<file path="src/rtl/if_fetch_stage.sv">
// Instruction-fetch stage: PC register, im addressing, IF/ID register and fetch counter.
// Optional IF_FETCH_FAULT_EN adds a sticky fault on misaligned or out-of-range redirect targets.
module if_fetch_stage #(
  parameter logic [31:0] RESET_PC  = 32'h0000_0000,
  parameter int          IM_AW     = 6,
  parameter logic [31:0] NOP_INSTR = 32'h0000_0000
) (
  input  logic             clk,
  input  logic             rst_n,
  output logic [IM_AW-1:0] im_addr,
  input  logic [31:0]      im_data,
  input  logic             stall,
  input  logic             flush,
  input  logic             branch_taken,
  input  logic [31:0]      branch_target,
  input  logic             jump,
  input  logic [25:0]      jump_target,
  output logic [31:0]      pc,
  output logic [31:0]      if_id_instr,
  output logic [31:0]      if_id_pc4,
  output logic             if_id_valid,
  output logic [31:0]      fetch_count,
  output logic             fetch_fault
);

  function automatic logic [31:0] align_target(input logic [31:0] t);
    return {t[31:2], 2'b00};
  endfunction

  function automatic logic bad_target(input logic [31:0] t);
    return (t[1:0] != 2'b00) || ((t >> (IM_AW + 2)) != 32'd0);
  endfunction

  logic [31:0] pc_p0;
  logic [31:0] pc4_p0;
  logic        redirect;
  logic [31:0] target_raw;
  logic        fault_q;

  logic [31:0] pc_nxt;
  logic [31:0] instr_nxt;
  logic [31:0] pc4_nxt;
  logic        vld_nxt;
  logic [31:0] cnt_nxt;
  logic        fault_nxt;

  assign pc      = pc_p0;
  assign pc4_p0  = pc_p0 + 32'd4;
  assign im_addr = pc_p0[IM_AW+1:2];

  assign redirect   = jump | branch_taken;
  assign target_raw = jump ? {if_id_pc4[31:28], jump_target, 2'b00} : branch_target;

  always_comb begin
    pc_nxt    = pc_p0;
    instr_nxt = if_id_instr;
    pc4_nxt   = if_id_pc4;
    vld_nxt   = if_id_valid;
    cnt_nxt   = fetch_count;
    fault_nxt = fault_q;
`ifdef IF_FETCH_FAULT_EN
    if (fault_q) begin
      vld_nxt = 1'b0;
    end else if (redirect) begin
      instr_nxt = NOP_INSTR;
      pc4_nxt   = 32'd0;
      vld_nxt   = 1'b0;
      // A bad target freezes the PC instead of fetching from it.
      if (bad_target(target_raw)) fault_nxt = 1'b1;
      else                        pc_nxt    = target_raw;
    end else
`else
    if (redirect) begin
      pc_nxt    = align_target(target_raw);
      instr_nxt = NOP_INSTR;
      pc4_nxt   = 32'd0;
      vld_nxt   = 1'b0;
    end else
`endif
    if (stall) begin
      if (flush) begin
        instr_nxt = NOP_INSTR;
        pc4_nxt   = 32'd0;
        vld_nxt   = 1'b0;
      end
    end else begin
      pc_nxt = pc4_p0;
      if (flush) begin
        instr_nxt = NOP_INSTR;
        pc4_nxt   = 32'd0;
        vld_nxt   = 1'b0;
      end else begin
        instr_nxt = im_data;
        pc4_nxt   = pc4_p0;
        vld_nxt   = 1'b1;
        cnt_nxt   = fetch_count + 32'd1;
      end
    end
  end

  // IF/ID boundary
  always_ff @(posedge clk or negedge rst_n) begin
    if (!rst_n) begin
      pc_p0       <= RESET_PC;
      if_id_instr <= NOP_INSTR;
      if_id_pc4   <= 32'd0;
      if_id_valid <= 1'b0;
      fetch_count <= 32'd0;
    end else begin
      pc_p0       <= pc_nxt;
      if_id_instr <= instr_nxt;
      if_id_pc4   <= pc4_nxt;
      if_id_valid <= vld_nxt;
      fetch_count <= cnt_nxt;
    end
  end

`ifdef IF_FETCH_FAULT_EN
  always_ff @(posedge clk or negedge rst_n) begin
    if (!rst_n) fault_q <= 1'b0;
    else        fault_q <= fault_nxt;
  end
`else
  assign fault_q = 1'b0;
`endif

  assign fetch_fault = fault_q;

endmodule

</file>
<file path="config.mk">
export PLATFORM = sky130hd
export DESIGN_NAME = if_fetch_stage
export DESIGN_NICKNAME = d
export VERILOG_FILES = /design/src/rtl/if_fetch_stage.sv
export SDC_FILE = /design/constraint.sdc
export NUM_CORES = 1
export LEC_CHECK = 0
export ABC_AREA = 1
export BUFFER_PORTS_ARGS = -buffer_cell sky130_fd_sc_hd__buf_2
export CAP_MARGIN = 20
export CELL_PAD_IN_SITES_DETAIL_PLACEMENT = 0
export CELL_PAD_IN_SITES_GLOBAL_PLACEMENT = 1
export CORE_ASPECT_RATIO = 0.75
export CORE_MARGIN = 2
export CORE_UTILIZATION = 32
export CTS_BUF_LIST = sky130_fd_sc_hd__clkbuf_4 sky130_fd_sc_hd__clkbuf_8 sky130_fd_sc_hd__clkbuf_16
export DETAILED_ROUTE_END_ITERATION = 8
export PLACE_DENSITY = 0.8
export SYNTH_ARGS = -nofsm -noshare
export SYNTH_HDL_FRONTEND = slang
export SYNTH_SLANG_ARGS = --single-unit
</file>
<file path="constraint.sdc">
create_clock -name clk -period 1.47 [get_ports clk]
set_input_delay 0.147 -clock clk [delete_from_list [all_inputs] [get_ports clk]]
set_output_delay 0.147 -clock clk [all_outputs]
set_load 0.01 [all_outputs]
</file>
==> flow_summary.json <==
{
  "yosys_register_bits": 126,
  "cts.sinks": 126,
  "yosysSeqAreaShare_pct": 48.9,
  "clkTransAtPathRegs_ns": 0.06,
  "start_util_pct": 33.0,
  "postPlaceCellArea_sq_mm": 0.00878,
  "die_w_microns": 168,
  "instances_no_fill": 1450,
  "critPathMaxFanout": 5,
  "fin_ws_ns": -0.134,
  "syn-cell-area_sq_mm": 0.00645,
  "r2r-start": "fetch_count[7]",
  "p_seq_share_pct": 37.4,
  "cts_made_buffers": 17,
  "wl_mm": 24.0,
  "drive_gt1_share_pct": 48.9,
  "gp_congestion": 0.869,
  "skew_ns": 0.0161,
  "h-tree-depth": 4,
  "synth_area_per_cell_sq_um": 8.26,
  "clockPowerShare_pct": 42.8,
  "wl_per_cell_microns": 16.6,
  "hp-class": "in -> reg",
  "p_sw_mw": 2.94,
  "yosys.cell_types.count": 32,
  "period_share_pct": 109,
  "slew_viol_final": 0,
  "finalNetCount": 1282,
  "grt_pass1_vias": 6507,
  "tritoncts": "yes",
  "cp-start-kind": "flip-flop",
  "drv_cap": 0,
  "row_count": 44,
  "setup_violations": 36,
  "critPathLaunch": "fetch_count[7]",
  "rsz0062_at_grt": "true",
  "p_int_mw": 7.36,
  "powerDensity_mw_per_mm2": 970,
  "clk_path_buf_depth": 2,
  "fin_area_sq_mm": 0.0106,
  "crit_arrival_ns": 1.92,
  "required_ns": 1.78,
  "ir_drop_mv": 0.622,
  "p_leak_nw": 5.49,
  "io_pins": 232,
  "numPlacedInstances": 1354,
  "path_class": "reg -> reg",
  "placeableCoreArea_sq_mm": 0.0195,
  "fmax_ghz": 0.623,
  "grt_max_degree": 46,
  "portBuffers": 226,
  "via_count": 6870,
  "layout_common_cells": "buf_2 (225), nand2_1 (203), buf_4 (147)",
  "final_common_cell": "buf_2",
  "p_sw_share_pct": 28.5,
  "clockRootBuffer": "clkbuf_16",
  "fillers": 1781,
  "viasPerCell": 4.74,
  "syn_to_final_growth_pct": 64.6,
  "grt_overflow": 0,
  "grtUsageTotal_pct": 21.9,
  "min_from": "im_data[11]",
  "drt_first_pass_iters": 5,
  "antenna_found_initial": 0,
  "hpwl_mm": 17.5,
  "end_kind": "flip-flop",
  "syn_inst": 781,
  "finalCriticalPeriod_ns": 1.60,
  "status": "finished, violations left",
  "clk_latency_ns": 0.42,
  "drtAntennaViolNets": 0,
  "grt_pass1_wl_mm": 36.2,
  "power_frac_comb_pct": 19.8,
  "hold_violations": 0,
  "chipHeight_microns": 127,
  "violations": "setup timing",
  "die_area_sq_mm": 0.0213,
  "hold-worst-slack_ns": 0.0168,
  "pre_cts_slack_ns": -0.201,
  "drtIter0Drc": 547,
  "drcViolationCount": 0,
  "ys.warnings.count": 0,
  "diodes": 0
}
stage by stage:
stage | util [%] | power (mW) | TNS [ns]
3_5_place_dp | 44.9 | 5.60 | -5.21
2_1_floorplan | - | 4.59 | -0.0663
4_1_cts | 50.8 | 10.2 | -1.66
6_report | 54.3 | 10.3 | -1.68
5_1_grt | 54.3 | 10.7 | -6.95
3_3_place_gp | 44.9 | 5.59 | -4.34
Yosys cell counts, drive strengths merged:
| cell type | instances | area (sq um) |
|---|---|---|
| nand3b | 7 | 52.6 |
| nand3 | 37 | 185 |
| a22oi | 9 | 67.6 |
| nor2 | 107 | 469 |
| clkinv | 1 | 3.75 |
| o21ai | 6 | 30.0 |
| nor3 | 11 | 55.1 |
| nand4 | 5 | 31.3 |
| nor4 | 1 | 6.26 |
| inv | 54 | 203 |
| o21bai | 1 | 7.51 |
| a31oi | 6 | 37.5 |
| buf | 24 | 146 |
| and2 | 2 | 12.5 |
| conb | 1 | 3.75 |
| xnor2 | 13 | 114 |
| ha | 2 | 25.0 |
| clkbuf | 14 | 52.6 |
| dfrtp | 126 | 3150 |
| a21oi | 23 | 115 |
| nor3b | 1 | 7.51 |
| a22o | 41 | 359 |
| nand2 | 245 | 925 |
| a221oi | 22 | 193 |
| xor2 | 22 | 193 |
path summary, 6_finish.rpt:
check                             endpoint  slack (ns)  depth (start not counted)
setup / recovery           fetch_count[23]       -0.13                          9
min in group asynchronous  fetch_count[30]        0.18                          2
hold / removal             if_id_instr[11]        0.02                          2
hold reg to reg              if_id_pc4[23]        0.47                          2
setup reg to reg           fetch_count[23]       -0.13                          9
max in group asynchronous  if_id_instr[31]        0.64                          3
cells by family after synthesis:
group	after synthesis	share of synthesized area [%]
and+or+nand+nor	416	27.1
DFF	126	48.9
AOI/OAI and AO/OA	108	12.6
buffers and inverters	93	6.29
xor gates and xnor gates	35	4.75
adders and majority gates	2	0.388
other	1	0.0582
power groups by stage:
stage	Sequential (mW)	Combinational, mW	Clock, mW
after floorplan	4.01	0.577	0
after global placement	3.89	1.70	0
after detailed placement	3.90	1.71	0
after CTS	3.84	1.87	4.50
after global routing	3.88	2.22	4.63
final	3.85	2.04	4.40
area by class of cell:
class,instances,area (sq um),share of cell area [%]
multi-input cells,564,3530,33.3
repair buffers,420,2770,26.1
inverters,55,210,1.98
well taps,253,317,2.98
flip-flops and latches,126,3160,29.8
clock inverters,14,181,1.71
clock buffers,18,433,4.08
what timing repair did:
item / CTS / global route
endpoints found under the hold margin: 130 / 0
pin swaps: 27 / 73
hold buffers: 32 / 0
setup buffers: 8 / 25
resized for setup: 36 / 139
cloned: 0 / 0
endpoints found under the setup margin: 53 / 73
registers in the layout, indices dropped and copies added, names as in the netlist:
register,flops
fetch_count,32
if_id_instr,32
if_id_pc4,31
if_id_valid,1
pc,30
worst max-delay path, cell delays in order, from the launching register on:
cell	delay (ns)
dfrtp_1	0.42
nand2_2	0.10
inv_1	0.10
nand4_1	0.25
nor2_2	0.20
nand2_2	0.11
nor2_4	0.15
nand2_1	0.07
nand2_1	0.05
nand2_1	0.05
layer usage:
layer / GRT usage (%) / routed length, microns / vias to the layer above
met2: 34.2 / 10700 / 231
met1: 30.3 / 11200 / 3239
met3: 6.30 / 1730 / 24
li1: - / - / 3376
met4: 5.12 / 330 / 0
met5: 0 / 0 / -
No activity file was read; power rests on OpenSTA's default activity.
